--- src/rtl/ramdisk_defs.sv ---
`default_nettype none
// ============================================================================
//  Module   : ramdisk_defs (package)
//  Purpose  : Shared definitions for the RAM-disk block sequencer: block size,
//             sequencer state encodings and RAM-disk handshake levels.
//  Revision : 1.0 - initial release
// ============================================================================
package ramdisk_defs;

    // Words per RAM-disk block
    localparam int c_BLOCK_SIZE = 256;

    // Width of the shared watchdog down-counter
    localparam int c_WD_WIDTH = 16;

    // Sequencer states
    typedef enum logic [2:0] {
        ST_IDLE      = 3'd0,
        ST_GATE      = 3'd1,
        ST_ISSUE     = 3'd2,
        ST_WAIT_ACK  = 3'd3,
        ST_WAIT_DONE = 3'd4,
        ST_FINISH    = 3'd5
    } state_t;

    // RAM-disk handshake levels: rd_command_ready is high when the disk is idle
    localparam logic c_RD_READY = 1'b1;
    localparam logic c_RD_BUSY  = 1'b0;
    localparam logic c_CMD_ON   = 1'b1;
    localparam logic c_CMD_OFF  = 1'b0;

endpackage
`default_nettype wire

--- src/rtl/xfer_watchdog.sv ---
`default_nettype none
// ============================================================================
//  Module   : xfer_watchdog
//  Purpose  : Loadable down-counting watchdog. After a load with limit L the
//             expired flag rises once L further cycles have elapsed, and stays
//             up until the counter is stopped or reloaded.
//  Revision : 1.0 - initial release
// ============================================================================
module xfer_watchdog #(
    parameter int WIDTH = 16
) (
    input  logic             clk,
    input  logic             reset,      // synchronous, active-low
    input  logic             i_load,
    input  logic             i_stop,
    input  logic [WIDTH-1:0] i_limit,
    output logic             o_expired
);

    logic             r_armed;
    logic [WIDTH-1:0] r_remain;

    // Count down while armed; load has priority over stop
    always_ff @(posedge clk) begin
        if (!reset) begin
            r_armed  <= 1'b0;
            r_remain <= '0;
        end else if (i_load) begin
            r_armed  <= 1'b1;
            r_remain <= i_limit;
        end else if (i_stop) begin
            r_armed  <= 1'b0;
        end else if (r_armed && (r_remain != '0)) begin
            r_remain <= r_remain - 1'b1;
        end
    end

    assign o_expired = r_armed && (r_remain == '0);

endmodule
`default_nettype wire

--- src/rtl/ramdisk_sequencer.sv ---
`default_nettype none
// ============================================================================
//  Module   : ramdisk_sequencer
//  Purpose  : Sequences multi-block read/write transfers to a RAM disk, one
//             block command at a time, gated on FIFO space and guarded by
//             acknowledge and block-completion timeouts.
//  Revision : 1.0 - initial release
// ============================================================================
module ramdisk_sequencer
    import ramdisk_defs::*;
#(
    parameter int BLOCKS      = 120,
    parameter int BLOCK_SIZE  = c_BLOCK_SIZE,
    parameter int ACK_TIMEOUT = 8,
    parameter int BLK_TIMEOUT = 1024
) (
    input  logic        clk,
    input  logic        reset,
    input  logic        start,
    input  logic        op_write,
    input  logic [31:0] start_block,
    input  logic [15:0] block_count,
    input  logic        abort,
    output logic        busy,
    output logic        done,
    output logic        error,
    output logic        aborted,
    output logic [15:0] blocks_left,
    input  logic        rd_command_ready,
    output logic        rd_read_cmd,
    output logic        rd_write_cmd,
    output logic [31:0] rd_block_address,
    input  logic [9:0]  wfifo_level,
    input  logic [9:0]  rfifo_free
);

    // Watchdog limits are loaded as N-1 so the timeout fires after N cycles
    localparam logic [c_WD_WIDTH-1:0] c_ACK_LIMIT = c_WD_WIDTH'(ACK_TIMEOUT - 1);
    localparam logic [c_WD_WIDTH-1:0] c_BLK_LIMIT = c_WD_WIDTH'(BLK_TIMEOUT - 1);
    localparam logic [31:0]           c_BLK_WORDS = 32'(BLOCK_SIZE);
    localparam logic [32:0]           c_BLOCKS_33 = 33'(BLOCKS);

    state_t      r_state,    w_state_nxt;
    logic        r_op_write, w_op_write_nxt;
    logic [31:0] r_block,    w_block_nxt;
    logic [15:0] r_left,     w_left_nxt;
    logic        r_busy,     w_busy_nxt;
    logic        r_done,     w_done_nxt;
    logic        r_error,    w_error_nxt;
    logic        r_aborted,  w_aborted_nxt;
    logic        r_rd_cmd,   w_rd_cmd_nxt;
    logic        r_wr_cmd,   w_wr_cmd_nxt;
    logic        r_pend,     w_pend_nxt;

    logic                  w_wd_load;
    logic                  w_wd_stop;
    logic [c_WD_WIDTH-1:0] w_wd_limit;
    logic                  w_wd_expired;
    logic                  w_fifo_ok;
    logic                  w_abort_now;
    logic [32:0]           w_range_end;

    // Range end computed one bit wider so a large start_block cannot wrap
    assign w_range_end = {1'b0, start_block} + {17'd0, block_count};
    assign w_fifo_ok   = r_op_write ? ({22'd0, wfifo_level} >= c_BLK_WORDS)
                                    : ({22'd0, rfifo_free}  >= c_BLK_WORDS);
    assign w_abort_now = r_pend | abort;

    xfer_watchdog #(
        .WIDTH     (c_WD_WIDTH)
    ) u_watchdog (
        .clk       (clk),
        .reset     (reset),
        .i_load    (w_wd_load),
        .i_stop    (w_wd_stop),
        .i_limit   (w_wd_limit),
        .o_expired (w_wd_expired)
    );

    // Next-state and next-output decode for the transfer sequencer
    always_comb begin
        w_state_nxt    = r_state;
        w_op_write_nxt = r_op_write;
        w_block_nxt    = r_block;
        w_left_nxt     = r_left;
        w_busy_nxt     = r_busy;
        w_done_nxt     = 1'b0;
        w_error_nxt    = r_error;
        w_aborted_nxt  = r_aborted;
        w_rd_cmd_nxt   = r_rd_cmd;
        w_wr_cmd_nxt   = r_wr_cmd;
        w_pend_nxt     = r_pend;
        w_wd_load      = 1'b0;
        w_wd_stop      = 1'b0;
        w_wd_limit     = c_ACK_LIMIT;

        // An abort anywhere in a transfer is remembered until the next start
        if ((r_state != ST_IDLE) && abort) begin
            w_pend_nxt = 1'b1;
        end

        case (r_state)
            ST_IDLE: begin
                if (start) begin
                    w_op_write_nxt = op_write;
                    w_block_nxt    = start_block;
                    w_left_nxt     = block_count;
                    w_busy_nxt     = 1'b1;
                    w_error_nxt    = 1'b0;
                    w_aborted_nxt  = 1'b0;
                    w_pend_nxt     = 1'b0;
                    if (block_count == 16'd0) begin
                        w_state_nxt = ST_FINISH;
                    end else if (w_range_end > c_BLOCKS_33) begin
                        w_error_nxt = 1'b1;
                        w_state_nxt = ST_FINISH;
                    end else begin
                        w_state_nxt = ST_GATE;
                    end
                end
            end
            ST_GATE: begin
                if (w_abort_now) begin
                    w_aborted_nxt = 1'b1;
                    w_state_nxt   = ST_FINISH;
                end else if (w_fifo_ok) begin
                    w_state_nxt = ST_ISSUE;
                end
            end
            ST_ISSUE: begin
                w_rd_cmd_nxt = r_op_write ? c_CMD_OFF : c_CMD_ON;
                w_wr_cmd_nxt = r_op_write ? c_CMD_ON  : c_CMD_OFF;
                w_wd_load    = 1'b1;
                w_wd_limit   = c_ACK_LIMIT;
                w_state_nxt  = ST_WAIT_ACK;
            end
            ST_WAIT_ACK: begin
                if (rd_command_ready == c_RD_BUSY) begin
                    // Disk took the command: release it and time the block
                    w_rd_cmd_nxt = c_CMD_OFF;
                    w_wr_cmd_nxt = c_CMD_OFF;
                    w_wd_load    = 1'b1;
                    w_wd_limit   = c_BLK_LIMIT;
                    w_state_nxt  = ST_WAIT_DONE;
                end else if (w_wd_expired) begin
                    w_rd_cmd_nxt = c_CMD_OFF;
                    w_wr_cmd_nxt = c_CMD_OFF;
                    w_error_nxt  = 1'b1;
                    w_wd_stop    = 1'b1;
                    w_state_nxt  = ST_FINISH;
                end
            end
            ST_WAIT_DONE: begin
                if (rd_command_ready == c_RD_READY) begin
                    w_left_nxt  = r_left - 16'd1;
                    w_block_nxt = r_block + 32'd1;
                    w_wd_stop   = 1'b1;
                    if (r_left == 16'd1) begin
                        w_state_nxt = ST_FINISH;
                    end else if (w_abort_now) begin
                        w_aborted_nxt = 1'b1;
                        w_state_nxt   = ST_FINISH;
                    end else begin
                        w_state_nxt = ST_GATE;
                    end
                end else if (w_wd_expired) begin
                    w_error_nxt = 1'b1;
                    w_wd_stop   = 1'b1;
                    w_state_nxt = ST_FINISH;
                end
            end
            ST_FINISH: begin
                w_done_nxt  = 1'b1;
                w_busy_nxt  = 1'b0;
                w_state_nxt = ST_IDLE;
            end
            default: begin
                w_rd_cmd_nxt = c_CMD_OFF;
                w_wr_cmd_nxt = c_CMD_OFF;
                w_state_nxt  = ST_IDLE;
            end
        endcase
    end

    // State and registered-output update with synchronous active-low reset
    always_ff @(posedge clk) begin
        if (!reset) begin
            r_state    <= ST_IDLE;
            r_op_write <= 1'b0;
            r_block    <= 32'd0;
            r_left     <= 16'd0;
            r_busy     <= 1'b0;
            r_done     <= 1'b0;
            r_error    <= 1'b0;
            r_aborted  <= 1'b0;
            r_rd_cmd   <= c_CMD_OFF;
            r_wr_cmd   <= c_CMD_OFF;
            r_pend     <= 1'b0;
        end else begin
            r_state    <= w_state_nxt;
            r_op_write <= w_op_write_nxt;
            r_block    <= w_block_nxt;
            r_left     <= w_left_nxt;
            r_busy     <= w_busy_nxt;
            r_done     <= w_done_nxt;
            r_error    <= w_error_nxt;
            r_aborted  <= w_aborted_nxt;
            r_rd_cmd   <= w_rd_cmd_nxt;
            r_wr_cmd   <= w_wr_cmd_nxt;
            r_pend     <= w_pend_nxt;
        end
    end

    assign busy             = r_busy;
    assign done             = r_done;
    assign error            = r_error;
    assign aborted          = r_aborted;
    assign blocks_left      = r_left;
    assign rd_read_cmd      = r_rd_cmd;
    assign rd_write_cmd     = r_wr_cmd;
    assign rd_block_address = r_block;

endmodule
`default_nettype wire

--- config.mk ---
export PLATFORM = sky130hd
export DESIGN_NAME = ramdisk_sequencer
export DESIGN_NICKNAME = d
export VERILOG_FILES = /design/src/rtl/ramdisk_defs.sv /design/src/rtl/xfer_watchdog.sv /design/src/rtl/ramdisk_sequencer.sv
export SDC_FILE = /design/constraint.sdc
export NUM_CORES = 1
export LEC_CHECK = 0
export ABC_AREA = 1
export CORE_MARGIN = 2
export CORE_UTILIZATION = 50
export CTS_BUF_LIST = sky130_fd_sc_hd__clkbuf_4 sky130_fd_sc_hd__clkbuf_8 sky130_fd_sc_hd__clkbuf_16
export CTS_CLUSTER_DIAMETER = 60
export CTS_CLUSTER_SIZE = 40
export DETAILED_ROUTE_END_ITERATION = 12
export GPL_ROUTABILITY_DRIVEN = 0
export GPL_TIMING_DRIVEN = 0
export PLACE_DENSITY = 0.77
export REMOVE_ABC_BUFFERS = 1
export SKIP_LAST_GASP = 1
export SLEW_MARGIN = 20
export SYNTH_ARGS = -nofsm -noshare
export SYNTH_HDL_FRONTEND = slang
export SYNTH_HIERARCHICAL = 1
export SYNTH_SLANG_ARGS = --single-unit
--- constraint.sdc ---
create_clock -name clk -period 2.4 [get_ports clk]
set_input_delay 0.24 -clock clk [delete_from_list [all_inputs] [get_ports clk]]
set_output_delay 0.24 -clock clk [all_outputs]
set_load 0.005 [all_outputs]
==> results.py, run 1 <==
metrics = {
    "yosys": {
        "yosys_warnings": 6,
        "synth-main-ff-cell": "dfxtp_1",
        "syn_inst": 1170,
        "synth_area_leaders": "dfxtp_1 22%, nand2_1 19%, inv_1 7.2%",
        "syn_area_per_cell_sq_um": 5.90,
        "yosysUniqueCellTypes": 47,
        "yosysTopAreaCell": "dfxtp_1",
        "synthArstFlopShare": 0,
        "synth.top_cell.area_share": 0.220,
        "synth_edf_count": 0,
        "yosysSeqAreaShare": 0.220,
        "syn_area_sq_um": 6910,
        "synth_seq_cells": 76,
    },
    "grt": {
        "antenna_found_initial": 1,
        "grt_max_degree": 78,
        "grt_pass1_wl_microns": 35900,
        "overflow": 0,
        "grt_pass1_vias": 7370,
        "grtUsageTotal": 0.300,
    },
    "min_path": {
        "min_path_type": "primary input to flip-flop",
        "hp-start": "block_count[0]",
        "whs_endpoint": "blocks_left[0]",
        "holdPathStages": 3,
    },
    "power_and_ir_drop": {
        "ir_drop_mv": 0.480,
        "totalPowerFinal_mw": 8.92,
        "p_per_area_nw_per_um2": 983,
        "power.leakage_nw": 4.16,
    },
    "finish": {
        "fin_util": 0.680,
        "n_fill_cell": 1199,
        "nets": 1376,
        "layout_commonest_cell": "nand2_1",
        "final_cell_mix": "342 x nand2_1, 131 x inv_1, 108 x nor2_1, 80 x nand3_1, 76 x clkdlybuf4s50_1",
        "syn2layout_area_growth_pct": 31.3,
        "drive_gt1_frac": 0.129,
    },
    "floorplan": {
        "fp.dieW_microns": 122,
        "start_util": 0.518,
        "design.core.area_sq_um": 13300,
        "dieArea_sq_um": 14800,
        "ios": 128,
        "dieHeight_microns": 122,
        "num_rows": 42,
    },
    "clock_network": {
        "cts_buffer_depth": 2,
        "clk_pin_slew_worst_paths_ps": 60,
        "htreeDepth": 3,
        "insertion_delay_ps": 350,
        "cts_tree": "built",
        "clockRootBuffer": "clkbuf_16",
        "cts.sinks": 76,
        "cts_buffers": 9,
        "cts-hold-fix-buffers": 0,
    },
    "worst_setup_path": {
        "critPathMaxStageDelay_ps": 400,
        "arrival_ps": 2510,
        "endpoint_kind": "flip-flop",
        "path_cells": "dlygate4sd2_1, ha_2, fa_2, nand3_2, nand2_2, nand2_2, nand2_4, nand2_2, nand2_1, nand2_1, nand2_1, nand2_1, nand2_1, nor2_1, nand3_2, nor2_4, nand2_1, nand3_1, a21oi_1",
        "rrSetupSlack_ps": 160,
        "reg2reg_to": "rd_block_address[11]",
        "start_kind": "primary input",
        "reg2reg_depth": 11,
        "cpMaxStageDelayCell": "fa_2",
        "required_ps": 2630,
        "path_class": "primary input to flip-flop",
        "worstPathMaxFanout": 4,
        "crit_path_frequent_cell": "nand2_1",
        "critPathLaunch": "start_block[0]",
        "rr_startpoint": "r_state[2]",
    },
    "detailed_routing": {
        "drc": 0,
        "ant_nets": 0,
        "dr.pass1.iters": 6,
        "viasPerCell": 5.57,
        "drt_iter0_markers": 757,
        "num_vias": 8161,
        "totalWireLength_microns": 22600,
        "wl_per_cell_microns": 15.4,
    },
    "timing": {
        "report.final.slew_viol_count": 0,
        "max_slew_margin": 0.465,
        "fmax_ghz": 0.439,
        "setup_viol": 0,
        "hold-worst-slack_ps": 235,
        "finalCritPeriodShare": 0.950,
        "worst_pin_slew_ps": 803,
        "finalCriticalPeriod_ps": 2280,
        "rsz0062_at_grt": "yes",
        "setup_tns_ps": 0,
        "finalHoldViolCount": 0,
        "skew_ps": 8.40,
    },
    "placement": {
        "portBuffers": 111,
        "hpwl_microns": 16000,
    },
    "status": {
        "status": "finished clean",
    },
    "run": {
        "max_cap_violations": 0,
    },
}
power by group:
group	total, mW	internal [mW]	switching, mW	leakage [nW]
sequential	2.30	1.69	0.601	0.625
combinational	5.07	2.14	2.93	3.37
clock	1.55	0.972	0.582	0.166
per-stage QoR:
stage | cells | setup slack [ps] | cell area [sq um]
after detailed placement | 1434 | -1070 | 8150
after CTS | 1454 | 3.78 | 8720
after floorplan | 1145 | -798 | 6780
after global placement | 1432 | -2270 | 8110
final | 1464 | 120 | 9070
after global routing | 1463 | -23.2 | 9070
final cells by class:
cell class	count	area [sq um]	share of cell area
Clock buffer	11	253	0.0279
Tap cell	176	220	0.0243
Multi-Input combinational cell	928	5110	0.564
Inverter	143	589	0.0650
Sequential cell	76	1530	0.168
Timing Repair Buffer	123	1280	0.142
Clock inverter	5	82.6	0.00910
Antenna cell	2	5.00	0.000552
registers in the layout (all words and copies together) (netlist names), 3 cells and up:
signal	flops
blocks_left	16
r_state	3
rd_block_address	32
u_watchdog/r_remain	16
worst max-delay path, delay by kind of cell:
family                     cells  cell delay (ps)
adders and majority gates      2              600
buffers and inverters          1              260
AOI/OAI and AO/OA              1               70
and+or+nand+nor               15             1320
synthesized netlist by cell type, types with 3 or more instances:
master,number
nand3_1,84
dfxtp_1,76
nor3_1,26
o211ai_1,13
nand3b_1,8
nor2_2,13
xnor2_1,14
nand2_1,356
or2_1,4
nand3_2,8
xor2_1,20
a21oi_1,47
a31oi_1,23
a311oi_1,5
a21oi_2,10
ha_1,20
nor4_1,7
or2_2,6
nor2_4,4
inv_1,133
buf_2,11
nor3_2,6
clkbuf_1,17
o21bai_1,5
nand2_2,13
inv_2,10
o22ai_1,3
o21ai_0,62
a211oi_1,6
nand4_1,22
nor2_1,117
repair_timing:
action                     CTS  global route
setup endpoints to repair   67            51
gates cloned                 1             2
buffers inserted             3             6
gates resized for setup     46            75
pin swaps                    3            18
kinds of logic (layout without fill, tap and decap cells):
group	after synthesis	count (layout)	share of synthesized area
AND/OR/NAND/NOR	681	683	0.441
AO/OA/AOI/OAI	181	181	0.155
buffers and inverters	175	282	0.100
flip-flops	76	76	0.220
XOR/XNOR	34	34	0.0431
adder cells (fa/ha/maj)	21	21	0.0391
other	2	11	0.00109
metal layers:
layer,track usage,wire (microns),vias to the layer above
met5,0,0,-
met4,0.111,545,0
met3,0.0314,1590,47
met2,0.506,10700,316
met1,0.396,9780,3748
li1,-,-,4050
how the worst max path moves through the flow:
stage                                      end  slack (ps)  cells after the start
after global routing                     error         -20                     19
after detailed placement  rd_block_address[15]       -1070                     11
final                                    error         120                     19
after floorplan           rd_block_address[11]        -800                      9
after global placement    rd_block_address[15]       -2270                      9
after CTS                           r_state[2]           4                     18
Power figures use the tool's default switching activity.
==> run 2: changes to the inputs <==
SYNTH_HIERARCHICAL = not set   (was 1)
==> run 2 against run 1 <==
  * Worst setup slack got worse by 25 ps
  * Combinational power decreased by 15%
  * Sequential power decreased by 2%
  * Synthesized area decreased by 3.9%
  * Clock power decreased by 5%
  * First-iteration DRC count decreased by 17%
  * Final cell count decreased by 5.3%
  * Design area decreased by 4.2%
  * Synthesized cell count decreased by 5.6%
  * Clock skew decreased by 1.3 ps
  * Sequential share of layout area increased by 0.69 points
  * Register-to-register slack about the same
  * Critical path type unchanged
  * Critical endpoint is now r_state[2]
  * Highest routed layer unchanged
==> results.py, run 2 <==
metrics = {
    "min_path": {
        "hp-start": "block_count[0]",
        "holdPathStages": 3,
        "whs_endpoint": "blocks_left[0]",
        "min_path_type": "primary input to flip-flop",
    },
    "power_and_ir_drop": {
        "power.leakage_nw": 3.91,
        "totalPowerFinal_mw": 8.04,
        "ir_drop_mv": 0.491,
        "p_per_area_nw_per_um2": 924,
    },
    "placement": {
        "hpwl_microns": 15000,
        "portBuffers": 111,
        "dp_slack_ps": -1200,
    },
    "floorplan": {
        "start_util": 0.508,
        "design.core.area_sq_um": 13100,
        "fp.dieW_microns": 119,
        "dieArea_sq_um": 14200,
        "dieHeight_microns": 119,
        "num_rows": 42,
        "ios": 128,
    },
    "clock_network": {
        "cts.sinks": 76,
        "insertion_delay_ps": 350,
        "htreeDepth": 3,
        "clk_pin_slew_worst_paths_ps": 60,
        "cts_buffer_depth": 2,
        "cts-hold-fix-buffers": 0,
        "cts_tree": "built",
        "cts_buffers": 9,
        "clockRootBuffer": "clkbuf_16",
    },
    "finish": {
        "final_cell_mix": "324 x nand2_1, 136 x inv_1, 79 x clkdlybuf4s50_1, 78 x nor2_1, 76 x dfxtp_1",
        "nets": 1301,
        "fin_util": 0.664,
        "multi_input_area_sq_um": 4790,
        "layout_commonest_cell": "nand2_1",
        "syn2layout_area_growth_pct": 30.9,
        "drive_gt1_frac": 0.116,
        "n_fill_cell": 1163,
        "largest_register_ffs": 32,
        "area.sequential_sq_um": 1520,
    },
    "worst_setup_path": {
        "reg2reg_to": "rd_block_address[26]",
        "start_kind": "primary input",
        "path_class": "primary input to flip-flop",
        "rrSetupSlack_ps": 160,
        "rr_startpoint": "rd_block_address[0]",
        "worstPathMaxFanout": 7,
        "endpoint_kind": "flip-flop",
        "arrival_ps": 2530,
        "reg2reg_depth": 12,
        "required_ps": 2630,
    },
    "timing": {
        "finalHoldViolCount": 0,
        "finalCriticalPeriod_ps": 2310,
        "setup_viol": 0,
        "fmax_ghz": 0.434,
        "finalCritPeriodShare": 0.960,
        "timing.final.ws_setup_ps": 95.0,
        "hold-worst-slack_ps": 241,
        "rsz0062_at_grt": "yes",
        "worst_pin_slew_ps": 756,
        "skew_ps": 7.13,
        "max_slew_margin": 0.496,
        "report.final.slew_viol_count": 0,
    },
    "grt": {
        "grt_max_degree": 79,
        "grt_pass1_wl_microns": 33600,
        "overflow": 0,
        "busiest_layer": "met2",
        "grt_pass1_vias": 7073,
        "met3_usage": 0.0474,
        "gr-usage-met1": 0.385,
        "grtUsageMet2": 0.478,
        "grtUsageTotal": 0.290,
        "antenna_found_initial": 1,
    },
    "detailed_routing": {
        "dr.pass1.iters": 5,
        "ant_nets": 0,
        "viasPerCell": 5.54,
        "totalWireLength_microns": 20600,
        "num_vias": 7685,
        "wl_per_cell_microns": 14.9,
        "drc": 0,
        "drt_iter0_markers": 627,
    },
    "yosys": {
        "syn_inst": 1104,
        "syn_area_sq_um": 6640,
        "syn_area_per_cell_sq_um": 6.02,
        "yosysUniqueCellTypes": 48,
        "synthTopCellsByCount": "335 x nand2_1, 137 x inv_1, 94 x nor2_1, 76 x dfxtp_1, 75 x nand3_1",
        "synthArstFlopShare": 0,
        "yosysSeqAreaShare": 0.229,
        "synth-main-ff-cell": "dfxtp_1",
        "yosys_warnings": 0,
        "synth.top_cell.area_share": 0.229,
        "synth_seq_cells": 76,
        "synth_area_leaders": "dfxtp_1 23%, nand2_1 19%, inv_1 7.7%",
        "yosysTopAreaCell": "dfxtp_1",
        "yosysMostFrequentCell": "nand2_1",
        "synth_edf_count": 0,
    },
    "run": {
        "max_cap_violations": 0,
    },
    "status": {
        "status": "finished clean",
    },
}
-- run 2: cell types whose count changed in the layout (fill, tap and decap cells not counted), moves of 5 or more --
cell / change
nand3_1: -9
inv_1: +5
a31oi_1: +6
nand2_1: -18
nor3_1: -5
a21oi_1: +9
nor4_1: +6
o21ai_0: -8
nand2_2: -7
conb_1: -9
nand3_2: -6
nor2_1: -30
-- run 2: worst max-delay path by stage --
stage                               from              endpoint  slack (ps)
after global placement        r_state[2]  rd_block_address[10]       -1930
after CTS                 block_count[2]            r_state[2]           4
after detailed placement      r_state[2]  rd_block_address[10]       -1200
after global routing      start_block[3]            r_state[2]         -50
final                     start_block[3]            r_state[2]          90
after floorplan               r_state[2]  rd_block_address[10]        -710
-- run 2: kinds of logic (layout without fill, tap and decap cells) --
kind of cell | count (synthesis) | in the layout | share of synthesized area
AOI/OAI and AO/OA | 179 | 179 | 0.154
and+or+nand+nor | 613 | 613 | 0.423
xor gates and xnor gates | 38 | 38 | 0.0501
buffers and inverters | 177 | 283 | 0.102
other | 0 | 1 | 0
DFF | 76 | 76 | 0.229
adders and majority gates | 21 | 21 | 0.0407
-- run 2: metal layers --
layer | wire [microns] | share of wire
met5 | 0 | 0
met4 | 423 | 0.021
met3 | 1230 | 0.060
met2 | 9710 | 0.47
met1 | 9250 | 0.45
-- run 2: worst max-delay path, stage by stage --
cell and delay, ps:
clkdlybuf4s50_1 460, ha_4 340, nand3_2 90, nand2_2 120, nand2_1 60, nand2_1 130
nand2_1 90, nand2_1 110, nand2_1 60, nand2_1 90, nand3_1 90, nor2_1 140
nand3_1 110, nor2_2 160, nand3_1 110, nand2_1 80, a21oi_1 60
-- run 2: final cells by class --
cell class,count,area share
clock buffers,11,0.0284
well taps,176,0.0253
inverters,149,0.0672
clock inverters,4,0.00849
flip-flops and latches,76,0.175
repair buffers,119,0.145
diodes,1,0.000288
multi-input cells,851,0.551
-- run 2: what timing repair did --
item | CTS | global route
setup endpoints to repair | 66 | 23
setup buffers | 4 | 2
pin swaps | 8 | 13
resized for setup | 47 | 62
-- run 2: where the power goes --
part	leakage [nW]	internal, mW	switching (mW)	total (mW)
logic	3.12	1.87	2.43	4.30
registers	0.624	1.68	0.566	2.25
clock network	0.159	0.944	0.539	1.48
-- run 2: stage by stage --
step / std cells / setup TNS, ps / cell area, sq um
after detailed placement: 1365 / -47270 / 7900
after CTS: 1384 / 0 / 8470
after floorplan: 1076 / -27270 / 6520
after global placement: 1363 / -109180 / 7850
after global routing: 1387 / -55.5 / 8690
final: 1387 / 0 / 8690
==> run 3: changes to the inputs <==
SLEW_MARGIN = not set   (was 20)
==> run 3 against run 2 <==
  * First-iteration DRC count is 23% higher
  * Maximum frequency is 0.11% lower
  * Critical endpoint is now rd_block_address[11]
  * Global-route usage is 0.38 points higher
  * Critical path type is now flip-flop to flip-flop
  * Routed wire length is 2.4% higher
  * Worst setup slack worse by 2.6 ps
  * Combinational power is 1% lower
  * Count of clock-buffer cells in the layout stayed put
==> results.py, run 3 (synthesis results as in run 2) <==
metrics = {
    "worst_setup_path": {
        "path_cells": "nor2_1, inv_2, nor2_2, o211ai_1, a21oi_1",
        "endpoint_kind": "flip-flop",
        "arrival_ps": 2560,
        "cpMaxStageDelayCell": "nor2_2",
        "crit_family": "simple AND/OR/NAND/NOR gates",
        "path_class": "flip-flop to flip-flop",
        "critPathMaxStageDelay_ps": 1130,
        "required_ps": 2650,
        "start_kind": "flip-flop",
        "rrSetupSlack_ps": 90,
        "cp_num_buf_inv": 1,
        "worstPathMaxFanout": 27,
    },
    "finish": {
        "final_cell_mix": "320 x nand2_1, 137 x inv_1, 82 x nor2_1, 79 x clkdlybuf4s50_1, 76 x dfxtp_1",
        "n_fill_cell": 1183,
        "nets": 1303,
        "fin_util": 0.661,
        "design_area_sq_um": 8650,
        "fin_cells": 1390,
        "layout_commonest_cell": "nand2_1",
        "drive_gt1_frac": 0.116,
        "syn2layout_area_growth_pct": 30.3,
        "largest_register_ffs": 32,
    },
    "timing": {
        "fmax_ghz": 0.433,
        "finalCriticalPeriod_ps": 2310,
        "setup_viol": 0,
        "worst_pin_slew_ps": 1470,
        "rsz0062_at_grt": "yes",
        "setup_tns_ps": 0,
        "max_slew_margin": 0.0204,
        "hold-worst-slack_ps": 229,
        "finalCritPeriodShare": 0.962,
        "finalHoldViolCount": 0,
        "skew_ps": 6.71,
        "timing.final.ws_setup_ps": 92.3,
        "report.final.slew_viol_count": 0,
    },
    "clock_network": {
        "insertion_delay_ps": 350,
        "cts_buffer_depth": 2,
        "clockRootBuffer": "clkbuf_16",
        "cts_tree": "built",
        "cts.sinks": 76,
        "htreeDepth": 3,
        "cts_buffers": 9,
        "cts-hold-fix-buffers": 0,
        "clk_pin_slew_worst_paths_ps": 60,
    },
    "floorplan": {
        "start_util": 0.508,
        "num_rows": 42,
        "ios": 128,
        "design.core.area_sq_um": 13100,
        "fp.dieW_microns": 119,
        "dieHeight_microns": 119,
        "dieArea_sq_um": 14200,
    },
    "power_and_ir_drop": {
        "p_switching_mw": 3.58,
        "power.leakage_nw": 3.88,
        "combinationalPowerShare": 0.531,
        "internal_power_mw": 4.43,
        "ir_drop_mv": 0.547,
        "netSwitchingFraction": 0.447,
        "totalPowerFinal_mw": 8.01,
        "p_clk_frac": 0.189,
        "seq_power_share": 0.280,
        "p_per_area_nw_per_um2": 926,
    },
    "grt": {
        "grt_pass1_wl_microns": 33800,
        "grt_max_degree": 79,
        "antenna_found_initial": 2,
        "grt_pass1_vias": 7122,
        "overflow": 0,
        "grtUsageTotal": 0.294,
    },
    "min_path": {
        "min_path_type": "primary input to flip-flop",
    },
    "detailed_routing": {
        "dr.pass1.iters": 6,
        "drt_iter0_markers": 774,
        "wl_per_cell_microns": 15.2,
        "viasPerCell": 5.57,
        "num_vias": 7737,
        "drc": 0,
        "totalWireLength_microns": 21100,
        "ant_nets": 0,
    },
    "placement": {
        "hpwl_microns": 14900,
        "placed_cell_area_sq_um": 7850,
        "dp.cells": 1363,
        "dp_slack_ps": -2000,
        "portBuffers": 111,
    },
    "run": {
        "max_cap_violations": 0,
    },
    "status": {
        "status": "finished clean",
    },
}
run 3: cell types whose count changed in the layout (fill, tap and decap cells not counted), moves of 2 or more:
cell / change
buf_16: -2
clkinv_1: +2
ha_2: +2
nand2_1: -4
nand2_2: +5
nor2_1: +4
nor2_2: -3
run 3: power by group through the flow:
stage               Sequential, mW  Clock, mW  Combinational [mW]
floorplan                     2.16          0                2.56
global placement              2.24          0                3.90
detailed placement            2.25          0                3.97
CTS                           2.23       1.53                4.16
global route                  2.31       1.58                4.70
finish                        2.25       1.51                4.25
run 3: final cells by class:
class	count	area, sq um	area share
repair inverters	1	3.75	0.000434
repair buffers	118	1220	0.141
well taps	176	220	0.0255
clock buffers	11	253	0.0292
clock inverters	4	72.6	0.00839
inverters	149	573	0.0662
multi-input cells	853	4780	0.553
flip-flops and latches	76	1520	0.176
diodes	2	5.00	0.000579
run 3: worst min-delay path: cells and delay by family:
kind	cells	cell delay, ps
AND/OR/NAND/NOR	1	80
AO/OA/AOI/OAI	1	70
buffers and inverters	1	130
run 3: final timing paths:
check | endpoint | cells after the start | from
worst max-delay path | rd_block_address[11] | 5 | r_state[1]
worst min-delay path | blocks_left[0] | 3 | block_count[0]
worst max register to register | rd_block_address[11] | 5 | r_state[1]
worst min register to register | busy | 2 | busy
run 3: what timing repair did:
item                       CTS  global route
setup endpoints to repair   73            10
gates resized for setup     47            60
hold endpoints to repair     0             0
cloned                       3             0
pin swaps                   10            10
setup buffers                4             3
run 3: metal layers:
| layer | wire [microns] | GRT usage | up-vias |
|---|---|---|---|
| met5 | 0 | 0 | - |
| met4 | 540 | 0.115 | 0 |
| met3 | 1550 | 0.0656 | 50 |
| met2 | 9710 | 0.481 | 304 |
| met1 | 9320 | 0.376 | 3542 |
| li1 | - | - | 3841 |
